File: src/rtl/snn_pkg.sv
// Shared SNN definitions: rate/ISI widths, saturation limits and the
// window-FSM state type used by the spike-rate decoder.
package snn_pkg;

    localparam int RATE_W   = 8;
    localparam int RATE_MAX = 255;
    localparam int ISI_MAX  = 255;

    typedef enum logic {
        ST_IDLE  = 1'b0,
        ST_COUNT = 1'b1
    } state_t;

    // Smaller of two rate-width values; used when folding ISI candidates.
    function automatic logic [RATE_W-1:0] min_rate(input logic [RATE_W-1:0] a,
                                                   input logic [RATE_W-1:0] b);
        return (a < b) ? a : b;
    endfunction

endpackage

File: src/rtl/sat_counter.sv
// Saturating up-counter with synchronous clear; holds at all-ones and
// reports saturation so callers can form saturated "next" values.
module sat_counter #(
    parameter int WIDTH = 8
) (
    input  logic             clk,
    input  logic             rst_n,
    input  logic             i_clear,
    input  logic             i_inc,
    output logic [WIDTH-1:0] o_count,
    output logic             o_sat
);

    logic [WIDTH-1:0] r_count;

    assign o_count = r_count;
    assign o_sat   = &r_count;

    // NOTE: sequential state uses non-blocking assignments so every register
    // samples the pre-edge values, independent of block ordering.
    always_ff @(posedge clk) begin
        if (!rst_n || i_clear) begin
            r_count <= '0;
        end else if (i_inc && !o_sat) begin
            r_count <= r_count + WIDTH'(1);
        end
    end

endmodule

File: src/rtl/spike_rate_decoder.sv
// Counts spike samples over a programmable window and emits the saturated
// count on a valid/ready output. SPIKE_RATE_DECODER_ISI_EN adds min_isi.
module spike_rate_decoder
    import snn_pkg::*;
#(
    parameter int WINDOW_W = 8
) (
    input  logic                clk,
    input  logic                rst_n,
    input  logic                spike,
    input  logic                enable,
    input  logic [WINDOW_W-1:0] window_len,
    input  logic                out_ready,
    output logic                out_valid,
    output logic [RATE_W-1:0]   rate,
    output logic                overrun
`ifdef SPIKE_RATE_DECODER_ISI_EN
    ,
    output logic [RATE_W-1:0]   min_isi
`endif
);

    state_t              r_state;
    state_t              w_state_next;
    logic                w_start;
    logic                w_last;
    logic                w_in_count;

    logic [WINDOW_W-1:0] r_len;
    logic [WINDOW_W-1:0] r_timer;
    logic [WINDOW_W-1:0] w_len_eff;
    logic                r_spike;

    logic [RATE_W-1:0]   w_count;
    logic                w_count_sat;
    logic                w_count_inc;
    logic [RATE_W-1:0]   w_rate_next;

    // The window-start cycle's spike is sample 0; registering it lets that
    // cycle be spent latching the length and clearing the counters.
    assign w_in_count  = (r_state == ST_COUNT);
    assign w_len_eff   = (window_len == '0) ? WINDOW_W'(1) : window_len;
    assign w_count_inc = w_in_count & r_spike;
    assign w_rate_next = w_count_sat ? w_count : (w_count + RATE_W'(r_spike));

    always_ff @(posedge clk) begin
        if (!rst_n) begin
            r_state <= ST_IDLE;
        end else begin
            r_state <= w_state_next;
        end
    end

    // NOTE: every always_comb output gets a default first so no path can
    // leave it unassigned and infer a latch.
    always_comb begin
        w_state_next = r_state;
        w_start      = 1'b0;
        w_last       = 1'b0;
        unique case (r_state)
            ST_IDLE: begin
                if (enable) begin
                    w_start      = 1'b1;
                    w_state_next = ST_COUNT;
                end
            end
            ST_COUNT: begin
                if (r_timer == r_len - WINDOW_W'(1)) begin
                    w_last = 1'b1;
                    if (enable) begin
                        w_start = 1'b1;
                    end else begin
                        w_state_next = ST_IDLE;
                    end
                end else if (!enable) begin
                    w_state_next = ST_IDLE;
                end
            end
            default: w_state_next = ST_IDLE;
        endcase
    end

    always_ff @(posedge clk) begin
        if (!rst_n) begin
            r_spike <= 1'b0;
            r_len   <= '0;
            r_timer <= '0;
        end else begin
            r_spike <= spike;
            if (w_start) begin
                r_len   <= w_len_eff;
                r_timer <= '0;
            end else if (w_in_count) begin
                r_timer <= r_timer + WINDOW_W'(1);
            end
        end
    end

    sat_counter #(
        .WIDTH   (RATE_W)
    ) u_count (
        .clk     (clk),
        .rst_n   (rst_n),
        .i_clear (w_start),
        .i_inc   (w_count_inc),
        .o_count (w_count),
        .o_sat   (w_count_sat)
    );

    // A new sample always wins; overrun only when the old one was not taken.
    always_ff @(posedge clk) begin
        if (!rst_n) begin
            rate      <= '0;
            out_valid <= 1'b0;
            overrun   <= 1'b0;
        end else if (w_last) begin
            rate      <= w_rate_next;
            out_valid <= 1'b1;
            if (out_valid && !out_ready) begin
                overrun <= 1'b1;
            end
        end else if (out_valid && out_ready) begin
            out_valid <= 1'b0;
        end
    end

`ifdef SPIKE_RATE_DECODER_ISI_EN
    logic              r_seen;
    logic [RATE_W-1:0] r_min_run;
    logic [RATE_W-1:0] w_isi_count;
    logic              w_isi_sat;
    logic              w_isi_clear;
    logic [RATE_W-1:0] w_isi_dist;
    logic [RATE_W-1:0] w_isi_cand;
    logic [RATE_W-1:0] w_min_next;

    // The gap counter restarts on every spike sample, so count+1 is the
    // distance from the previous spike sample to the current one.
    assign w_isi_clear = w_start | w_count_inc;
    assign w_isi_dist  = w_isi_sat ? w_isi_count : (w_isi_count + RATE_W'(1));
    assign w_isi_cand  = (w_count_inc && r_seen) ? w_isi_dist : RATE_W'(ISI_MAX);
    assign w_min_next  = min_rate(w_isi_cand, r_min_run);

    sat_counter #(
        .WIDTH   (RATE_W)
    ) u_isi (
        .clk     (clk),
        .rst_n   (rst_n),
        .i_clear (w_isi_clear),
        .i_inc   (w_in_count),
        .o_count (w_isi_count),
        .o_sat   (w_isi_sat)
    );

    always_ff @(posedge clk) begin
        if (!rst_n) begin
            r_seen    <= 1'b0;
            r_min_run <= RATE_W'(ISI_MAX);
            min_isi   <= RATE_W'(ISI_MAX);
        end else begin
            if (w_start) begin
                r_seen    <= 1'b0;
                r_min_run <= RATE_W'(ISI_MAX);
            end else if (w_in_count) begin
                r_min_run <= w_min_next;
                if (r_spike) begin
                    r_seen <= 1'b1;
                end
            end
            if (w_last) begin
                min_isi <= w_min_next;
            end
        end
    end
`endif

endmodule

File: config.mk
export PLATFORM = sky130hd
export DESIGN_NAME = spike_rate_decoder
export DESIGN_NICKNAME = d
export VERILOG_FILES = /design/src/rtl/snn_pkg.sv /design/src/rtl/sat_counter.sv /design/src/rtl/spike_rate_decoder.sv
export SDC_FILE = /design/constraint.sdc
export NUM_CORES = 1
export LEC_CHECK = 0
export ABC_CLOCK_PERIOD_IN_PS = 3000
export CAP_MARGIN = 20
export CORE_MARGIN = 3
export CORE_UTILIZATION = 40
export DETAILED_ROUTE_END_ITERATION = 10
export PLACE_DENSITY = 0.74
export SYNTH_ARGS = -nofsm -noshare
export SYNTH_HDL_FRONTEND = slang
export SYNTH_SLANG_ARGS = --single-unit
export TNS_END_PERCENT = 1
File: constraint.sdc
create_clock -name clk -period 3 [get_ports clk]
set_clock_uncertainty 0.1 [all_clocks]
set_input_delay 0.75 -clock clk [delete_from_list [all_inputs] [get_ports clk]]
set_output_delay 0.75 -clock clk [all_outputs]
set_load 0.02 [all_outputs]
==> impl_metrics.env <==
export IMPL_cp_slowest_cell="or4_1"
export IMPL_dieArea_um2=5460
export IMPL_avgSynthCellArea_um2=8.82
export IMPL_slowest_delay_ns=0.47
export IMPL_tns_ns=0
export IMPL_routed_wirelength_um=4010
export IMPL_wire_per_inst_um=13.8
export IMPL_required_ns=3.09
export IMPL_die_h_um=73.9
export IMPL_setup_ws_ns=0.0942
export IMPL_p_per_area_nw_per_um2=472
export IMPL_synthTopCellsByArea="dfxtp_1 (39%), xnor2_1 (5.7%), nand3_1 (4.9%), nor2_1 (4.9%), a2bb2o_1 (3.8%)"
export IMPL_clk_pin_slew_ns=0.07
export IMPL_peakVddDrop_mv=0.180
export IMPL_drtPass1Iterations=6
export IMPL_layout_commonest_cell="dfxtp_1"
export IMPL_ant_nets=0
export IMPL_cts_buffers=5
export IMPL_cp_start_kind="flip-flop"
export IMPL_nFillCells=403
export IMPL_n_antenna_cell=0
export IMPL_hold_path_depth=2
export IMPL_hp_class="reg2reg"
export IMPL_htree_levels=2
export IMPL_cts_tree="built"
export IMPL_status="complete, no violations"
export IMPL_area_growth_pct=25.3
export IMPL_syn_area_um2=1840
export IMPL_num_rows=24
export IMPL_cp_startpoint="r_len[0]"
export IMPL_min_delay_worst_endpoint="overrun"
export IMPL_yosys_warnings=0
export IMPL_ys_types=42
export IMPL_yosys_register_bits=36
export IMPL_hp_start="overrun"
export IMPL_clock_latency_ns=0.29
export IMPL_grt_pass1_wl_um=6470
export IMPL_relSlewSlack_pct=71.6
export IMPL_crit_fanout=5
export IMPL_drv_slew=0
export IMPL_period_share_pct=96.9
export IMPL_track_usage_pct=15.0
export IMPL_drive_gt1_share_pct=9.66
export IMPL_cts_root_buf="clkbuf_8"
export IMPL_reg2reg_to="r_len[0]"
export IMPL_drtIter0Drc=118
export IMPL_grt_max_degree=15
export IMPL_preCtsSetupSlack_ns=0.0867
export IMPL_max_freq_mhz=344
export IMPL_place_gp_congestion=0.888
export IMPL_tightest_slew_ns=0.423
export IMPL_max_cap_violations=0
export IMPL_synth_area_leader_cell="dfxtp_1"
export IMPL_critPathArrivalTime_ns=3.00
export IMPL_r2r_slack_ns=0.09
export IMPL_core_area_um2=4410
export IMPL_antenna_found_initial=0
export IMPL_cts_buffer_depth=2
export IMPL_setup_violations=0
export IMPL_initial_core_util_pct=41.8
export IMPL_dp_hpwl_um=2810
export IMPL_grt_pass1_vias=1456
export IMPL_synth_nets=227
export IMPL_setup_worst_path_class="reg2reg"
export IMPL_fin_nets=255
export IMPL_port_buffer_count=22
export IMPL_hold_buffers=0
export IMPL_layout_common_cells="dfxtp_1 (36), nor2_1 (24), clkdlybuf4s50_1 (22)"
export IMPL_r2r_start="r_len[0]"
export IMPL_gr_total_overflow=0
export IMPL_clock_sinks=36
export IMPL_rr_worst_depth=8
export IMPL_synthCells=209
export IMPL_die_w_um=73.9
export IMPL_via_per_inst=5.53
export IMPL_crit_chain="inv_1 -> ha_1 -> or3b_4 -> or4_4 -> a2111oi_4 -> a31oi_4 -> or4_1 -> and3_1"
export IMPL_ios=23
export IMPL_vias=1605
export IMPL_finalHoldViolations=0
export IMPL_drc=0
export IMPL_ys_seq_area_share_pct=39.1
export IMPL_post_route_util_pct=52.4
export IMPL_fin_crit_ns=2.91
export IMPL_yosys_area_top_type_share_pct=39.1
export IMPL_p_leak_nw=0.836
export IMPL_p_total_mw=1.09
export IMPL_end_kind="flip-flop"
## routing by layer
layer | up-vias | wire (µm) | track usage [%]
li1 | 808 | - | -
met5 | - | 0 | 0
met1 | 747 | 1880 | 19.4
met3 | 8 | 184 | 3.28
met4 | 0 | 74 | 5.43
met2 | 42 | 1870 | 24.5
## logic make-up (layout without fill, tap and decap cells)
group                      count (synthesis)  in the layout  share of synthesized area, %
and+or+nand+nor                           88             88                          24.8
DFF                                       36             36                          39.1
AOI/OAI and AO/OA                         33             33                          15.2
xor gates and xnor gates                  20             20                          9.50
buffers and inverters                     20             49                          4.21
muxes                                      7              7                          3.80
adders and majority gates                  5              5                          3.39
## registers in the layout, indices dropped and copies added (netlist names)
name / cells
overrun: 1
out_valid: 1
rate: 8
r_len: 8
r_spike: 1
r_state: 1
r_timer: 8
u_count.o_count: 8
## worst max-delay path, delay by kind of cell (launching register included)
kind | cells | cell delay (ns)
AOI/OAI and AO/OA | 2 | 0.58
adders and majority gates | 1 | 0.19
and+or+nand+nor | 4 | 1.49
buffers and inverters | 1 | 0.09
DFF | 1 | 0.35
## worst max path at each step
stage / slack, ns / to
global placement: 0.16 / r_len[0]
CTS: 0.02 / u_count.o_count[2]
finish: 0.09 / r_len[0]
detailed placement: 0.09 / r_len[0]
global route: -0.04 / r_len[0]
floorplan: 0.16 / r_len[0]
## cell usage after synthesis, drive strengths merged
library cell,instances
nand4,5
o221ai,1
buf,2
or4,5
ha,5
a41oi,1
dfxtp,36
nand2,13
or3b,2
nor4b,1
nor4,2
xor2,8
o21ai,6
nand3,18
and3,4
a2bb2o,7
nor2b,1
o2111ai,1
a31oi,2
a21oi,2
o211ai,2
nor3,6
nor2,24
and3b,1
a32o,1
xnor2,12
a211oi,1
inv,11
and4,1
nand2b,2
o31ai,7
o41ai,1
clkbuf,7
nand3b,1
and2,2
mux2i,7
a2111oi,1
## stage by stage
stage,hold WS [ns],instance area [µm²],std cells
6_report,0.352,2310,290
4_1_cts,0.355,2270,289
3_5_place_dp,0.338,2150,281
3_3_place_gp,0.350,2150,281
2_1_floorplan,0.400,1840,209
5_1_grt,0.392,2310,290
## timing repair
action                                  in CTS  in global routing
endpoints found under the setup margin       0                 24
buffers inserted                             0                  1
resized for setup                            0                  5
## report_power, final
| group | switching [mW] | total (mW) | internal [mW] |
|---|---|---|---|
| clock | 0.177 | 0.470 | 0.293 |
| sequential | 0.0148 | 0.502 | 0.487 |
| combinational | 0.0608 | 0.118 | 0.0575 |
## cell type report
type / instances / area [µm²] / share of cell area [%]
Inverter: 11 / 41.3 / 1.79
Tap cell: 52 / 65.1 / 2.82
Sequential cell: 36 / 721 / 31.2
Clock buffer: 7 / 96.3 / 4.17
Multi-Input combinational cell: 153 / 1070 / 46.5
Timing Repair Buffer: 30 / 284 / 12.3
Clock inverter: 1 / 30.0 / 1.30
No activity file was read; power rests on OpenSTA's default activity.
